==> src/rtl/t_ff_count_sequencer.sv <==
// t_ff_count_sequencer: drives a WIDTH-bit bank of T flip-flops as a
// programmable up/down counter with start/stop/pause/done sequencing.
// Optional macro TSEQ_PRESCALE_EN: when defined, the count advances only
// once every PRESCALE cycles while running. When it is undefined, every
// RUN cycle advances and PRESCALE is unused.
//
// state | meaning
// IDLE  | waiting for start; limit/dir sampled here
// RUN   | bank advancing toward the latched target
// PAUSE | run suspended by stop; q, lim_r and dir_r frozen
// DONE  | one-cycle completion pulse, then back to IDLE

module t_ff_count_sequencer #(
    parameter int WIDTH    = 4,
    parameter int PRESCALE = 4
) (
    input  logic             clk,
    input  logic             reset,
    input  logic             start,
    input  logic             stop,
    input  logic             dir,
    input  logic [WIDTH-1:0] limit,
    output logic [WIDTH-1:0] t_vec,
    output logic [WIDTH-1:0] q,
    output logic             busy,
    output logic             done
);

    typedef enum logic [1:0] {
        IDLE  = 2'd0,
        RUN   = 2'd1,
        PAUSE = 2'd2,
        DONE  = 2'd3
    } state_t;

    state_t           state;
    logic [WIDTH-1:0] lim_r;
    logic             dir_r;
    logic [WIDTH-1:0] tgt;
    logic             at_tgt;
    logic             tick;
    logic             adv;

`ifdef TSEQ_PRESCALE_EN
    localparam int PCW = (PRESCALE > 1) ? $clog2(PRESCALE) : 1;
    logic [PCW-1:0] pc;

    assign tick = (pc == PCW'(PRESCALE - 1));

    // Prescale counter: free-runs in RUN, restarts at each start and pause.
    always_ff @(posedge clk) begin
        if (reset) begin
            pc <= '0;
        end else if (state == IDLE && start) begin
            pc <= '0;
        end else if (state == RUN) begin
            if (stop)
                pc <= '0;
            else if (tick)
                pc <= '0;
            else
                pc <= pc + 1'b1;
        end
    end
`else
    assign tick = 1'b1;
`endif

    assign tgt    = dir_r ? '0 : lim_r;
    assign at_tgt = (q == tgt);
    // Reset gating keeps the enable vector quiet while the bank is being cleared.
    assign adv    = !reset && (state == RUN) && !stop && tick && !at_tgt;

    // Toggle enables: bit i flips when all lower bits are 1 (up) or 0 (down).
    always_comb begin
        logic carry;
        t_vec = '0;
        carry = 1'b1;
        for (int i = 0; i < WIDTH; i++) begin
            t_vec[i] = adv & carry;
            carry    = carry & (dir_r ? ~q[i] : q[i]);
        end
    end

    // Sequencer FSM with registered bank state and status outputs.
    always_ff @(posedge clk) begin
        if (reset) begin
            state <= IDLE;
            q     <= '0;
            lim_r <= '0;
            dir_r <= 1'b0;
            busy  <= 1'b0;
            done  <= 1'b0;
        end else begin
            case (state)
                IDLE: begin
                    done <= 1'b0;
                    if (start) begin
                        lim_r <= limit;
                        dir_r <= dir;
                        q     <= dir ? limit : '0;
                        busy  <= 1'b1;
                        state <= RUN;
                    end
                end
                RUN: begin
                    if (stop) begin
                        state <= PAUSE;
                    end else if (tick && at_tgt) begin
                        busy  <= 1'b0;
                        done  <= 1'b1;
                        state <= DONE;
                    end else begin
                        q <= q ^ t_vec;
                    end
                end
                PAUSE: begin
                    if (start && !stop)
                        state <= RUN;
                end
                DONE: begin
                    done  <= 1'b0;
                    state <= IDLE;
                end
                default: begin
                    busy  <= 1'b0;
                    done  <= 1'b0;
                    state <= IDLE;
                end
            endcase
        end
    end

endmodule

==> config.mk <==
export PLATFORM = sky130hd
export DESIGN_NAME = t_ff_count_sequencer
export DESIGN_NICKNAME = d
export VERILOG_FILES = /design/src/rtl/t_ff_count_sequencer.sv
export SDC_FILE = /design/constraint.sdc
export NUM_CORES = 1
export LEC_CHECK = 0
export BUFFER_PORTS_ARGS = -buffer_cell sky130_fd_sc_hd__buf_2
export CORE_MARGIN = 2
export CORE_UTILIZATION = 40
export DETAILED_ROUTE_END_ITERATION = 8
export SLEW_MARGIN = 10
export SYNTH_ARGS = -nofsm -noshare
export SYNTH_HDL_FRONTEND = slang
export SYNTH_SLANG_ARGS = --single-unit
==> constraint.sdc <==
create_clock -name clk -period 5.5 [get_ports clk]
set_clock_uncertainty 0.15 [all_clocks]
set_input_delay 0.55 -clock clk [delete_from_list [all_inputs] [get_ports clk]]
set_output_delay 0.55 -clock clk [all_outputs]
set_load 0.01 [all_outputs]
After elaboration in Yosys (flattened, before gate mapping)
Index checks and enable logic that the tools add are counted.
{ "totals": {"wordCells": 62, "regBits": 13, "input_bits": 9} }
{ "op_classes": {"n_reduce_logical": 16, "n_bitwise": 9, "n_mux": 21, "eq_ne": 10} }
{ "op_table": {"columns": ["cell", "count"], "rows": [
  ["two-way mux 4 bit", 5],
  ["inequality test 2 bit (second input constant)", 5],
  ["two-way mux 1 bit", 8],
  ["two-way mux 2 bit", 4],
  ["case mux 2 bit (4 select lines)", 1],
  ["case mux 4 bit (2 select lines)", 1],
  ["AND reduction 4 bit", 2],
  ["AND reduction 3 bit", 2],
  ["AND 1 bit", 5],
  ["equality test 2 bit (second input constant)", 2],
  ["equality test 4 bit", 1],
  ["logical AND 1 bit", 4],
  ["case mux 1 bit (2 select lines)", 2],
  ["nonzero test 2 bit", 2],
  ["XOR 4 bit", 1],
  ["logical NOT 1 bit", 3],
  ["inequality test 3 bit (second input constant)", 1],
  ["inverter 1 bit", 3],
  ["equality test 2 x 1 -> 1 bit (second input constant)", 1],
  ["logical NOT 2 bit", 1],
  ["AND reduction 2 bit", 1],
  ["OR reduction 2 bit", 1]
]} }

Depth between registers and ports, before layout
Gate-level depths: netlist of run 1.
{ "depth": {"depth_word": 9, "depth_mapped": 7} }

Worst setup path after synthesis of run 1
Ideal clock, no wire load.
{ "synth_timing": {"kind": "reg-to-output", "start": "register q[1]", "end": "output t_vec[0]", "stages_incl_launch_ff": 8, "t_arrival_ps": 1440, "n_path_buf": 3, "slack_ps": 3360, "path_cell_list": "dfxtp_1 -> buf_4 -> nand4bb_1 -> o22a_1 -> a22oi_2 -> buf_6 -> nor2_1 -> buf_4"} }
{ "synth_via": {"elab_chain_len": 3} }
{ "synth_rtl": {"columns": ["element", "line", "source"], "rows": [
  ["start, declared", "24", "output logic [WIDTH-1:0] q,"],
  ["start signal, assigned", "101", "q <= dir ? limit : '0;"],
  ["start signal, assigned", "114", "q <= q ^ t_vec;"],
  ["equality test 4 bit", "70", "assign at_tgt = (q == tgt);"],
  ["logical NOT 1 bit", "72", "assign adv = !reset && (state == RUN) && !stop && tick && !at_tgt;"],
  ["logical AND 1 bit", "72", null],
  ["end, declared", "23", "output logic [WIDTH-1:0] t_vec,"]
]} }
Every way passes these cells.

Final worst setup path of run 1
{ "layout_timing": {"start": "register q[0]", "end": "output t_vec[3]"} }
{ "layout_via": {"elab_chain_len": 5, "word_cells_on_any_way": 8, "cone_classes": "eq/ne (1); mux (1); bitwise (4); reduce/logical (2)"} }
{ "layout_rtl": {"columns": ["element", "line", "source"], "rows": [
  ["inverter 1 bit", "81", "carry = carry & (dir_r ? ~q[i] : q[i]);"],
  ["two-way mux 1 bit", "81", null],
  ["AND 1 bit (2 in a row)", "81", null],
  ["AND 1 bit *", "80", "t_vec[i] = adv & carry;"]
]} }
Mark *: on every way between the ends. The rest lies on a longest branch, timed or not.

==> results.sh, run 1 <==
export IMPL_holdWs_ns=0.3427
export IMPL_drt_drc_violations_left=0
export IMPL_globalRoute_totalOverflow=0
export IMPL_layout_filler_cells=246
export IMPL_fp_dieArea_sq_um=2892
export IMPL_outcome="complete, no violations"
export IMPL_clkSinkCount=13
export IMPL_chipHeight_um=53.78
export IMPL_path_delay_family="compound AO/OA/AOI/OAI gates"
export IMPL_ant_nets=0
export IMPL_synth_cells=124
export IMPL_crit_type="flip-flop to primary output"
export IMPL_synth_top_area_share_pct=26.26
export IMPL_via_count=956
export IMPL_grt_antenna_before_repair=0
export IMPL_detail_route_vias_per_cell=5.725
export IMPL_port_buffers=18
export IMPL_post_synth_cell_area_avg_sq_um=7.992
export IMPL_post_synth_edffs=0
export IMPL_slew_limit_headroom_pct=57.97
export IMPL_die_width_um=53.78
export IMPL_grt_start_max_net_pins=16
export IMPL_max_vdd_ir_drop_mv=0.2059
export IMPL_power_density_nw_per_um2=441.9
export IMPL_boundaryPins=19
export IMPL_netlist_cell_type_count=44
export IMPL_finalMaxSlewViolations=0
export IMPL_power_leakage_nw=0.4324
export IMPL_cts_repair_timing_setup_buffer_count=0
export IMPL_drive_above_1_share_pct=20.44
export IMPL_critPathCaptureType="primary output"
export IMPL_start_kind="flip-flop"
export IMPL_critPathArrivalTime_ns=1.99
export IMPL_clk_root_buffer_cell="sky130_fd_sc_hd__clkbuf_4"
export IMPL_max_cap_violations=0
export IMPL_cts_repair_resizes=0
export IMPL_timing_worst_slew_pin_value_ns=0.6305
export IMPL_cts_max_level=1
export IMPL_worst_ep_required_time_ns=4.80
export IMPL_number_of_clock_buffers_inserted_by_tritoncts=3
export IMPL_clock_slew_seen_by_the_registers_of_the_worst_setup_and_hold_paths_ns=0.08
export IMPL_postSynthNetCount=138
export IMPL_postRouteWirelength_um=2289
export IMPL_gp_routability_congestion=0.8010
export IMPL_synth_area_leader_cell="sky130_fd_sc_hd__dfxtp_1"
export IMPL_antenna_cells_inserted=0
export IMPL_slowest_stage="sky130_fd_sc_hd__dfxtp_1"
export IMPL_first_pass_iters=5
export IMPL_critPathBufInv=1
export IMPL_yosys_warnings=0
export IMPL_report_final_setup_viol=0
export IMPL_clock_latency_ns=0.28
export IMPL_vias_in_the_first_global_route=835
export IMPL_setup_total_negative_slack_ns=0
export IMPL_drt_first_iter_violations=11
export IMPL_track_usage_pct=17.87
export IMPL_predominant_post_synthesis_flop_cell="sky130_fd_sc_hd__dfxtp_1"
export IMPL_start_util_pct=41.12
export IMPL_routedWlPerCell_um=13.71
export IMPL_dpl_hpwl_um=1724
export IMPL_critical_path_max_stage_delay_ns=0.55
export IMPL_post_synth_main_area_contributors="sky130_fd_sc_hd__dfxtp_1 (26%), sky130_fd_sc_hd__ha_1 (6.3%), sky130_fd_sc_hd__nand2_1 (5.7%), sky130_fd_sc_hd__a21oi_1 (4.5%), sky130_fd_sc_hd__nor2_1 (4.2%)"
export IMPL_timing_critical_path_cells="and4bb_4 > a22oi_4 > a22oi_2 > nor2_1 > buf_2"
export IMPL_fin_crit_sh_pct=48.88
export IMPL_core_sq_um=2410
export IMPL_layout_area_overhead_vs_synth_pct=9.091
export IMPL_tritoncts_clock_tree="done"
export IMPL_final_hold_viol_count=0
export IMPL_hold_path_class="flip-flop to flip-flop"
export IMPL_postSynthRegisterBits=13
export IMPL_fmaxAchievable_mhz=372.0
export IMPL_critical_path_peak_fanout=15
export IMPL_grt_pass1_wl_um=3712
export IMPL_cts_hold_fix_buffers=0
export IMPL_synth_sequential_area_ratio_pct=26.26
export IMPL_final_net_count=152
export IMPL_placementRows=18
export IMPL_synthesis_area_sq_um=991.0
export IMPL_final_min_clock_period_ns=2.688
export IMPL_clock_path_buffers=2
export IMPL_async_set_or_reset_flop_fraction_in_the_synthesized_netlist_pct=0
export IMPL_grt_setup_unrepaired="false"
## cell families (layout without fill, tap and decap cells)
group / after synthesis / after routing / share of synthesized area, %
AO/OA/AOI/OAI: 38 / 38 / 29.55
XOR/XNOR: 3 / 3 / 2.652
adder cells (fa/ha/maj): 5 / 5 / 6.313
buffers and inverters: 15 / 28 / 8.711
flip-flops: 13 / 13 / 26.26
multiplexers: 1 / 1 / 1.010
AND/OR/NAND/NOR: 49 / 49 / 25.50
## sequential cells by signal, summed over array words and instances, names as in the netlist
name   count
lim_r      4
q          4
state      2
busy       1
dir_r      1
done       1
## cell usage after synthesis (2+ instances only)
library cell / instances
sky130_fd_sc_hd__nand2_1: 15
sky130_fd_sc_hd__dfxtp_1: 13
sky130_fd_sc_hd__nor2_1: 11
sky130_fd_sc_hd__a21oi_1: 9
sky130_fd_sc_hd__inv_1: 6
sky130_fd_sc_hd__nand3_1: 6
sky130_fd_sc_hd__ha_1: 5
sky130_fd_sc_hd__clkbuf_1: 4
sky130_fd_sc_hd__o31ai_1: 4
sky130_fd_sc_hd__buf_6: 3
sky130_fd_sc_hd__o21ai_0: 3
sky130_fd_sc_hd__a211oi_1: 2
sky130_fd_sc_hd__a32o_1: 2
sky130_fd_sc_hd__buf_4: 2
sky130_fd_sc_hd__nand2b_1: 2
sky130_fd_sc_hd__nand3b_1: 2
sky130_fd_sc_hd__nand4_1: 2
sky130_fd_sc_hd__nor2b_1: 2
sky130_fd_sc_hd__nor3_1: 2
sky130_fd_sc_hd__o2111ai_1: 2
sky130_fd_sc_hd__o21a_1: 2
sky130_fd_sc_hd__or3_1: 2
sky130_fd_sc_hd__xnor2_1: 2
## power by group
part | leakage [nW] | switching (W) | internal, W
Clock | 0.0150 | 0.0000323 | 0.0000281
Sequential | 0.107 | 0.0000358 | 0.000118
Combinational | 0.311 | 0.000161 | 0.000102
## final timing paths
| kind | start | endpoint | slack (ns) | depth (start not counted) |
|---|---|---|---|---|
| max | q[0]$_SDFFE_PP0P_ | t_vec[3] | 2.81 | 5 |
| min | done$_SDFFE_PP0P_ | done$_SDFFE_PP0P_ | 0.34 | 2 |
| max reg2reg | state[1]$_SDFFE_PP0P_ | q[2]$_SDFFE_PP0P_ | 3.21 | 6 |
| min reg2reg | done$_SDFFE_PP0P_ | done$_SDFFE_PP0P_ | 0.34 | 2 |
## cells in the final DEF, fill, tap and decap left out, drive strengths merged, types with 3 or more instances in the layout
cell	count
a21oi	9
buf	18
clkbuf	4
dfxtp	13
ha	5
inv	6
nand2	15
nand3	6
nor2	11
o21ai	4
o31ai	4
or3	3
## stage by stage
| step | instance area [sq um] | std cells | setup slack [ns] | util (%) | power [W] |
|---|---|---|---|---|---|
| after global routing | 1081 | 167 | 2.657 | 44.86 | 0.0005237 |
| after floorplan | 991.0 | 124 | 3.360 | - | 0.0003798 |
| after global placement | 1055 | 163 | 3.171 | 43.77 | 0.0004140 |
| final | 1081 | 167 | 2.812 | 44.86 | 0.0004777 |
| after CTS | 1081 | 167 | 2.830 | 44.86 | 0.0004773 |
| after detailed placement | 1055 | 163 | 3.145 | 43.77 | 0.0004149 |
## metal layers
layer  share of wire (%)  vias to the layer above  track usage, %  routed length (um)
li1                    -                      480               -                   -
met1                  49                      456           24.37                1126
met2                  46                       18           27.24                1060
met3                 3.8                        2           3.333                  86
met4                0.66                        0           7.692                  15
met5                   0                        -               0                   0
## area by class of cell
class | count | area [sq um] | area share [%]
Timing Repair Buffer | 18 | 90.09 | 8.333
Inverter | 6 | 22.52 | 2.083
Clock buffer | 4 | 26.28 | 2.431
Tap cell | 30 | 37.54 | 3.472
Multi-Input combinational cell | 96 | 644.4 | 59.61
Sequential cell | 13 | 260.3 | 24.07
## tightest hold or removal path, cell delays in order (launching register included)
cell and delay, ns:
sky130_fd_sc_hd__dfxtp_1 0.33, sky130_fd_sc_hd__nand2_1 0.06, sky130_fd_sc_hd__a31oi_1 0.06
(Power assumes the default switching activity.)
==> run 2: changes to the inputs <==
Settings changed: ABC_AREA set to 1.
Clock period 5.5 ns to 2.7 ns, I/O delays scaled along.
==> run 2 against run 1 <==
Sequential power is 100% higher. Utilization increased by 3.4 points. Worst hold slack lost 0.26 ns. Via count shrank 3.6%. Clock power rose by 120%. Design area is 0.69% higher. Register-to-register slack lost 2.5 ns. Critical endpoint is now t_vec[1].
==> results.sh, run 2 <==
export IMPL_outcome="complete, no violations"
export IMPL_synth_sequential_area_ratio_pct=27.01
export IMPL_synth_commonest_cells="sky130_fd_sc_hd__nand2_1 (34), sky130_fd_sc_hd__inv_1 (19), sky130_fd_sc_hd__nor2_1 (15)"
export IMPL_fin_crit_sh_pct=89.47
export IMPL_grt_antenna_before_repair=0
export IMPL_grt_start_max_net_pins=12
export IMPL_multi_input_area_sq_um=594.3
export IMPL_setup_total_negative_slack_ns=0
export IMPL_core_sq_um=2255
export IMPL_finalMaxSlewViolations=0
export IMPL_drive_above_1_share_pct=25.00
export IMPL_hold_path_class="input port to flip-flop"
export IMPL_port_buffers=18
export IMPL_layout_area_overhead_vs_synth_pct=12.99
export IMPL_tritoncts_clock_tree="done"
export IMPL_max_cap_violations=0
export IMPL_clock_slew_seen_by_the_registers_of_the_worst_setup_and_hold_paths_ns=0.09
export IMPL_drt_first_iter_violations=12
export IMPL_synthMostInstantiatedCell="sky130_fd_sc_hd__nand2_1"
export IMPL_routedWlPerCell_um=11.05
export IMPL_regToRegEndpoint="q[0]$_SDFFE_PP0P_"
export IMPL_worst_ep_required_time_ns=2.28
export IMPL_layout_common_cells="sky130_fd_sc_hd__nand2_1 (34), sky130_fd_sc_hd__inv_1 (19), sky130_fd_sc_hd__buf_2 (18), sky130_fd_sc_hd__nor2_1 (15), sky130_fd_sc_hd__dfxtp_1 (13)"
export IMPL_via_count=922
export IMPL_cts_repair_resizes=0
export IMPL_synthesis_area_sq_um=963.4
export IMPL_gp_routability_congestion=0.7833
export IMPL_setup_ws_ns=0.2843
export IMPL_grt_setup_unrepaired="false"
export IMPL_post_synth_cell_area_avg_sq_um=6.644
export IMPL_clkSinkCount=13
export IMPL_final_design_area_no_fill_sq_um=1089
export IMPL_r2r_setup_slack_ns=0.68
export IMPL_hold_path_cell_count=2
export IMPL_track_usage_pct=17.67
export IMPL_final_net_count=179
export IMPL_hold_path_end="busy$_SDFFE_PP0P_"
export IMPL_timing_rr_start="state[1]$_SDFFE_PP0P_"
export IMPL_synth_top_area_share_pct=27.01
export IMPL_fmaxAchievable_mhz=414.0
export IMPL_power_leakage_nw=0.5843
export IMPL_final_seq_area_sq_um=260.3
export IMPL_power_density_nw_per_um2=1017
export IMPL_vias_in_the_first_global_route=821
export IMPL_critPathCaptureType="primary output"
export IMPL_cts_repair_timing_setup_buffer_count=0
export IMPL_crit_type="flip-flop to primary output"
export IMPL_placedInstanceArea_sq_um=1062
export IMPL_chipHeight_um=53.08
export IMPL_postRouteWirelength_um=2121
export IMPL_dpl_hpwl_um=1643
export IMPL_boundaryPins=19
export IMPL_clock_latency_ns=0.28
export IMPL_die_width_um=53.08
export IMPL_synth_area_leader_cell="sky130_fd_sc_hd__dfxtp_1"
export IMPL_first_pass_iters=4
export IMPL_max_vdd_ir_drop_mv=0.4845
export IMPL_netlist_cell_type_count=22
export IMPL_post_synth_edffs=0
export IMPL_ff2ff_path_depth=12
export IMPL_reg_top3="lim_r: 4 flops, q: 4 flops, state: 2 flops"
export IMPL_layout_filler_cells=258
export IMPL_yosys_warnings=0
export IMPL_antenna_cells_inserted=0
export IMPL_post_layout_nonfiller_instances=192
export IMPL_ant_nets=0
export IMPL_clk_root_buffer_cell="sky130_fd_sc_hd__clkbuf_4"
export IMPL_async_set_or_reset_flop_fraction_in_the_synthesized_netlist_pct=0
export IMPL_report_final_setup_viol=0
export IMPL_worstHoldStart="reset"
export IMPL_dp_cells=188
export IMPL_start_kind="flip-flop"
export IMPL_predominant_post_synthesis_flop_cell="sky130_fd_sc_hd__dfxtp_1"
export IMPL_post_synth_main_area_contributors="sky130_fd_sc_hd__dfxtp_1 (27%), sky130_fd_sc_hd__nand2_1 (13%), sky130_fd_sc_hd__inv_1 (7.4%), sky130_fd_sc_hd__ha_1 (6.5%), sky130_fd_sc_hd__nor2_1 (5.8%)"
export IMPL_cts_hold_fix_buffers=0
export IMPL_number_of_clock_buffers_inserted_by_tritoncts=3
export IMPL_layout_commonest_cell="sky130_fd_sc_hd__nand2_1"
export IMPL_postSynthRegisterBits=13
export IMPL_slew_limit_headroom_pct=70.99
export IMPL_drt_drc_violations_left=0
export IMPL_globalRoute_totalOverflow=0
export IMPL_final_min_clock_period_ns=2.416
export IMPL_postSynthNetCount=159
export IMPL_cts_max_level=1
export IMPL_critical_path_peak_fanout=10
export IMPL_synth_cells=145
export IMPL_placementRows=17
export IMPL_critPathArrivalTime_ns=2.00
export IMPL_fp_dieArea_sq_um=2817
export IMPL_timing_worst_slew_pin_value_ns=0.4352
export IMPL_final_hold_viol_count=0
export IMPL_start_util_pct=42.73
export IMPL_clock_path_buffers=2
export IMPL_place_worst_setup_slack_ns=0.5742
export IMPL_grt_pass1_wl_um=3560
export IMPL_detail_route_vias_per_cell=4.802
-- run 2: critical path, stage by stage, from the launching register on --
cell and delay (ns):
sky130_fd_sc_hd__dfxtp_1 0.34, sky130_fd_sc_hd__inv_1 0.12, sky130_fd_sc_hd__ha_1 0.44, sky130_fd_sc_hd__inv_2 0.12, sky130_fd_sc_hd__nor2_2 0.15, sky130_fd_sc_hd__inv_2 0.07
sky130_fd_sc_hd__nor2_4 0.16, sky130_fd_sc_hd__nand3_1 0.13, sky130_fd_sc_hd__inv_1 0.06, sky130_fd_sc_hd__buf_2 0.12
-- run 2: final cells by class --
| type | count | share of cell area (%) |
|---|---|---|
| Clock buffer | 4 | 2.414 |
| Inverter | 22 | 7.586 |
| Multi-Input combinational cell | 107 | 54.60 |
| Sequential cell | 13 | 23.91 |
| Tap cell | 28 | 3.218 |
| Timing Repair Buffer | 18 | 8.276 |
-- run 2: kinds of logic after synthesis --
family	share of synthesized area [%]
XOR/XNOR	0.9093
AO/OA/AOI/OAI	13.64
AND/OR/NAND/NOR	40.65
adder cells (fa/ha/maj)	6.494
flip-flops	27.01
buffers and inverters	11.30
-- run 2: worst max-delay path by stage --
stage                                from  endpoint  cells after the start
detailed placement  state[1]$_SDFFE_PP0P_  t_vec[3]                      9
floorplan           state[1]$_SDFFE_PP0P_  t_vec[0]                     10
finish              state[1]$_SDFFE_PP0P_  t_vec[1]                      9
CTS                 state[1]$_SDFFE_PP0P_  t_vec[3]                      9
global placement    state[1]$_SDFFE_PP0P_  t_vec[3]                      9
global route        state[1]$_SDFFE_PP0P_  t_vec[2]                      9
-- run 2: per-layer routing --
layer	track usage (%)	vias to the layer above	wire length, um
li1	-	494	-
met1	22.34	408	1041
met2	30.21	16	986
met3	2.542	4	69
met4	6.410	0	25
met5	0	-	0
-- run 2: power breakdown --
| part | switching (W) | internal (W) | total (W) | leakage [nW] |
|---|---|---|---|---|
| Combinational | 0.000432 | 0.000236 | 0.000667 | 0.462 |
| Sequential | 0.0000570 | 0.000253 | 0.000310 | 0.107 |
| Clock | 0.0000725 | 0.0000573 | 0.000130 | 0.0150 |
-- run 2: through the flow --
stage	hold slack, ns	total power (W)	util, %
6_report	0.08203	0.001107	48.28
5_1_grt	0.09518	0.001221	48.28
4_1_cts	0.08020	0.001118	48.28
3_5_place_dp	0.2965	0.0009875	47.11
3_3_place_gp	0.2980	0.0009776	47.11
2_1_floorplan	0.1891	0.0008533	-
==> run 3: changes to the inputs <==
Settings changed: PLACE_DENSITY_LB_ADDON set to 0.08.
==> run 3 against run 2 <==
Global-route usage up 0.059 points. Design area unchanged. Register-to-register slack about the same. Critical endpoint unchanged. Sequential power about the same. Utilization unchanged. Sequential cell count unchanged. Clock power about the same. Worst hold slack worse by 0.0026 ns. Worst setup slack better by 0.019 ns.
==> results.sh, run 3 (synthesis results as in run 2) <==
export IMPL_outcome="complete, no violations"
export IMPL_fin_crit_sh_pct=88.76
export IMPL_final_hold_viol_count=0
export IMPL_final_design_area_no_fill_sq_um=1089
export IMPL_sequentialPowerShare_pct=28.0
export IMPL_gp_routability_congestion=0.7793
export IMPL_hold_path_end="busy$_SDFFE_PP0P_"
export IMPL_cts_max_level=1
export IMPL_port_buffers=18
export IMPL_critPathCaptureType="primary output"
export IMPL_final_min_clock_period_ns=2.397
export IMPL_ant_nets=0
export IMPL_antenna_cells_inserted=0
export IMPL_start_util_pct=42.73
export IMPL_layout_common_cells="sky130_fd_sc_hd__nand2_1 (34), sky130_fd_sc_hd__inv_1 (19), sky130_fd_sc_hd__buf_2 (18), sky130_fd_sc_hd__nor2_1 (15), sky130_fd_sc_hd__dfxtp_1 (13)"
export IMPL_grt_start_max_net_pins=12
export IMPL_postRouteWirelength_um=2146
export IMPL_combinationalPowerShare_pct=60.5
export IMPL_clock_slew_seen_by_the_registers_of_the_worst_setup_and_hold_paths_ns=0.08
export IMPL_power_density_nw_per_um2=1019
export IMPL_clock_path_buffers=2
export IMPL_fp_dieArea_sq_um=2817
export IMPL_report_final_setup_viol=0
export IMPL_path_delay_family="buffers and inverters"
export IMPL_placedInstanceArea_sq_um=1062
export IMPL_final_net_count=179
export IMPL_hold_path_class="input port to flip-flop"
export IMPL_worstHoldStart="reset"
export IMPL_switchingPower_w=0.0005626
export IMPL_fin_util_pct=48.28
export IMPL_first_pass_iters=4
export IMPL_use_met1_pct=22.51
export IMPL_clock_latency_ns=0.28
export IMPL_holdWs_ns=0.07940
export IMPL_clkSinkCount=13
export IMPL_start_kind="flip-flop"
export IMPL_setup_ws_ns=0.3034
export IMPL_internal_power_w=0.0005466
export IMPL_drive_above_1_share_pct=25.00
export IMPL_track_usage_pct=17.73
export IMPL_cts_repair_timing_setup_buffer_count=0
export IMPL_critical_path_max_stage_delay_ns=0.43
export IMPL_ff2ff_path_depth=10
export IMPL_layout_area_overhead_vs_synth_pct=12.99
export IMPL_grt_busiest_layer="met2"
export IMPL_globalRoute_totalOverflow=0
export IMPL_drt_drc_violations_left=0
export IMPL_worstSetupPathDepth=9
export IMPL_timing_critical_path_cells="inv_1 > ha_1 > inv_2 > nor2_2 > inv_2 > nor2_4 > nand3_1 > inv_1 > buf_2"
export IMPL_clockPowerShare_pct=11.5
export IMPL_slew_limit_headroom_pct=72.52
export IMPL_grt_met3_usage_pct=2.542
export IMPL_drt_first_iter_violations=10
export IMPL_number_of_clock_buffers_inserted_by_tritoncts=3
export IMPL_place_worst_setup_slack_ns=0.6073
export IMPL_max_vdd_ir_drop_mv=0.5029
export IMPL_via_count=924
export IMPL_timing_worst_slew_pin_value_ns=0.4122
export IMPL_hold_path_cell_count=2
export IMPL_vias_in_the_first_global_route=835
export IMPL_critPathArrivalTime_ns=1.98
export IMPL_chipHeight_um=53.08
export IMPL_tritoncts_clock_tree="done"
export IMPL_die_width_um=53.08
export IMPL_routedWlPerCell_um=11.18
export IMPL_r2r_setup_slack_ns=0.69
export IMPL_core_sq_um=2255
export IMPL_worst_ep_required_time_ns=2.28
export IMPL_power_leakage_nw=0.5843
export IMPL_cts_repair_resizes=0
export IMPL_fmaxAchievable_mhz=417.3
export IMPL_grt_pass1_wl_um=3560
export IMPL_boundaryPins=19
export IMPL_clk_root_buffer_cell="sky130_fd_sc_hd__clkbuf_4"
export IMPL_dpl_hpwl_um=1636
export IMPL_crit_type="flip-flop to primary output"
export IMPL_grt_setup_unrepaired="false"
export IMPL_reg_top3="lim_r: 4 flops, q: 4 flops, state: 2 flops"
export IMPL_timing_rr_start="state[1]$_SDFFE_PP0P_"
export IMPL_grt_antenna_before_repair=0
export IMPL_max_cap_violations=0
export IMPL_placementRows=17
export IMPL_finalMaxSlewViolations=0
export IMPL_detail_route_vias_per_cell=4.813
export IMPL_critPathBufInv=5
export IMPL_regToRegEndpoint="q[1]$_SDFFE_PP0P_"
export IMPL_use_met2_pct=28.96
export IMPL_setup_total_negative_slack_ns=0
export IMPL_cts_hold_fix_buffers=0
export IMPL_power_switching_share_pct=50.72
export IMPL_layout_commonest_cell="sky130_fd_sc_hd__nand2_1"
export IMPL_critical_path_peak_fanout=10
export IMPL_slowest_stage="sky130_fd_sc_hd__ha_1"
[run 3: cell counts in the layout (fill, tap and decap cells not counted)]
Identical to the previous run, type by type.
[run 3: worst register-to-register path: stages (launching register included)]
cell and delay (ns):
sky130_fd_sc_hd__dfxtp_1 0.33, sky130_fd_sc_hd__inv_1 0.12, sky130_fd_sc_hd__ha_1 0.43, sky130_fd_sc_hd__inv_2 0.12
sky130_fd_sc_hd__nor2_2 0.16, sky130_fd_sc_hd__inv_2 0.07, sky130_fd_sc_hd__nor2_4 0.16, sky130_fd_sc_hd__nand3_1 0.13
sky130_fd_sc_hd__nand2_1 0.08, sky130_fd_sc_hd__nand3_1 0.07, sky130_fd_sc_hd__a21oi_2 0.13
[run 3: stage by stage]
stage,cells,power (W)
after floorplan,145,0.0008533
after global placement,188,0.0009802
after detailed placement,188,0.0009862
after CTS,192,0.001120
after global routing,192,0.001217
final,192,0.001109
[run 3: power by group through the flow]
stage	Clock, W	Sequential, W	Combinational, W
6_report	0.000128	0.000310	0.000672
5_1_grt	0.000140	0.000320	0.000757
4_1_cts	0.000133	0.000309	0.000678
3_5_place_dp	0	0.000314	0.000672
3_3_place_gp	0	0.000312	0.000669
2_1_floorplan	0	0.000315	0.000539
[run 3: layout make-up]
type / instances / area (sq um)
fillers: 261 / 1166
repair buffers: 18 / 90.09
flip-flops and latches: 13 / 260.3
inverters: 22 / 82.58
multi-input cells: 107 / 594.3
clock buffers: 4 / 26.28
well taps: 28 / 35.03
[run 3: metal layers]
layer / vias up / share of wire, %
met5: - / 0
met4: 0 / 1.9
met3: 4 / 5.2
met2: 22 / 46
met1: 402 / 47
li1: 496 / -
[run 3: worst max path at each step]
stage | from | end | slack, ns
after floorplan | state[1]$_SDFFE_PP0P_ | t_vec[0] | 0.98
after global placement | state[1]$_SDFFE_PP0P_ | t_vec[1] | 0.67
after detailed placement | state[1]$_SDFFE_PP0P_ | t_vec[3] | 0.61
after CTS | state[1]$_SDFFE_PP0P_ | t_vec[1] | 0.28
after global routing | state[1]$_SDFFE_PP0P_ | t_vec[1] | 0.13
final | state[1]$_SDFFE_PP0P_ | t_vec[1] | 0.30
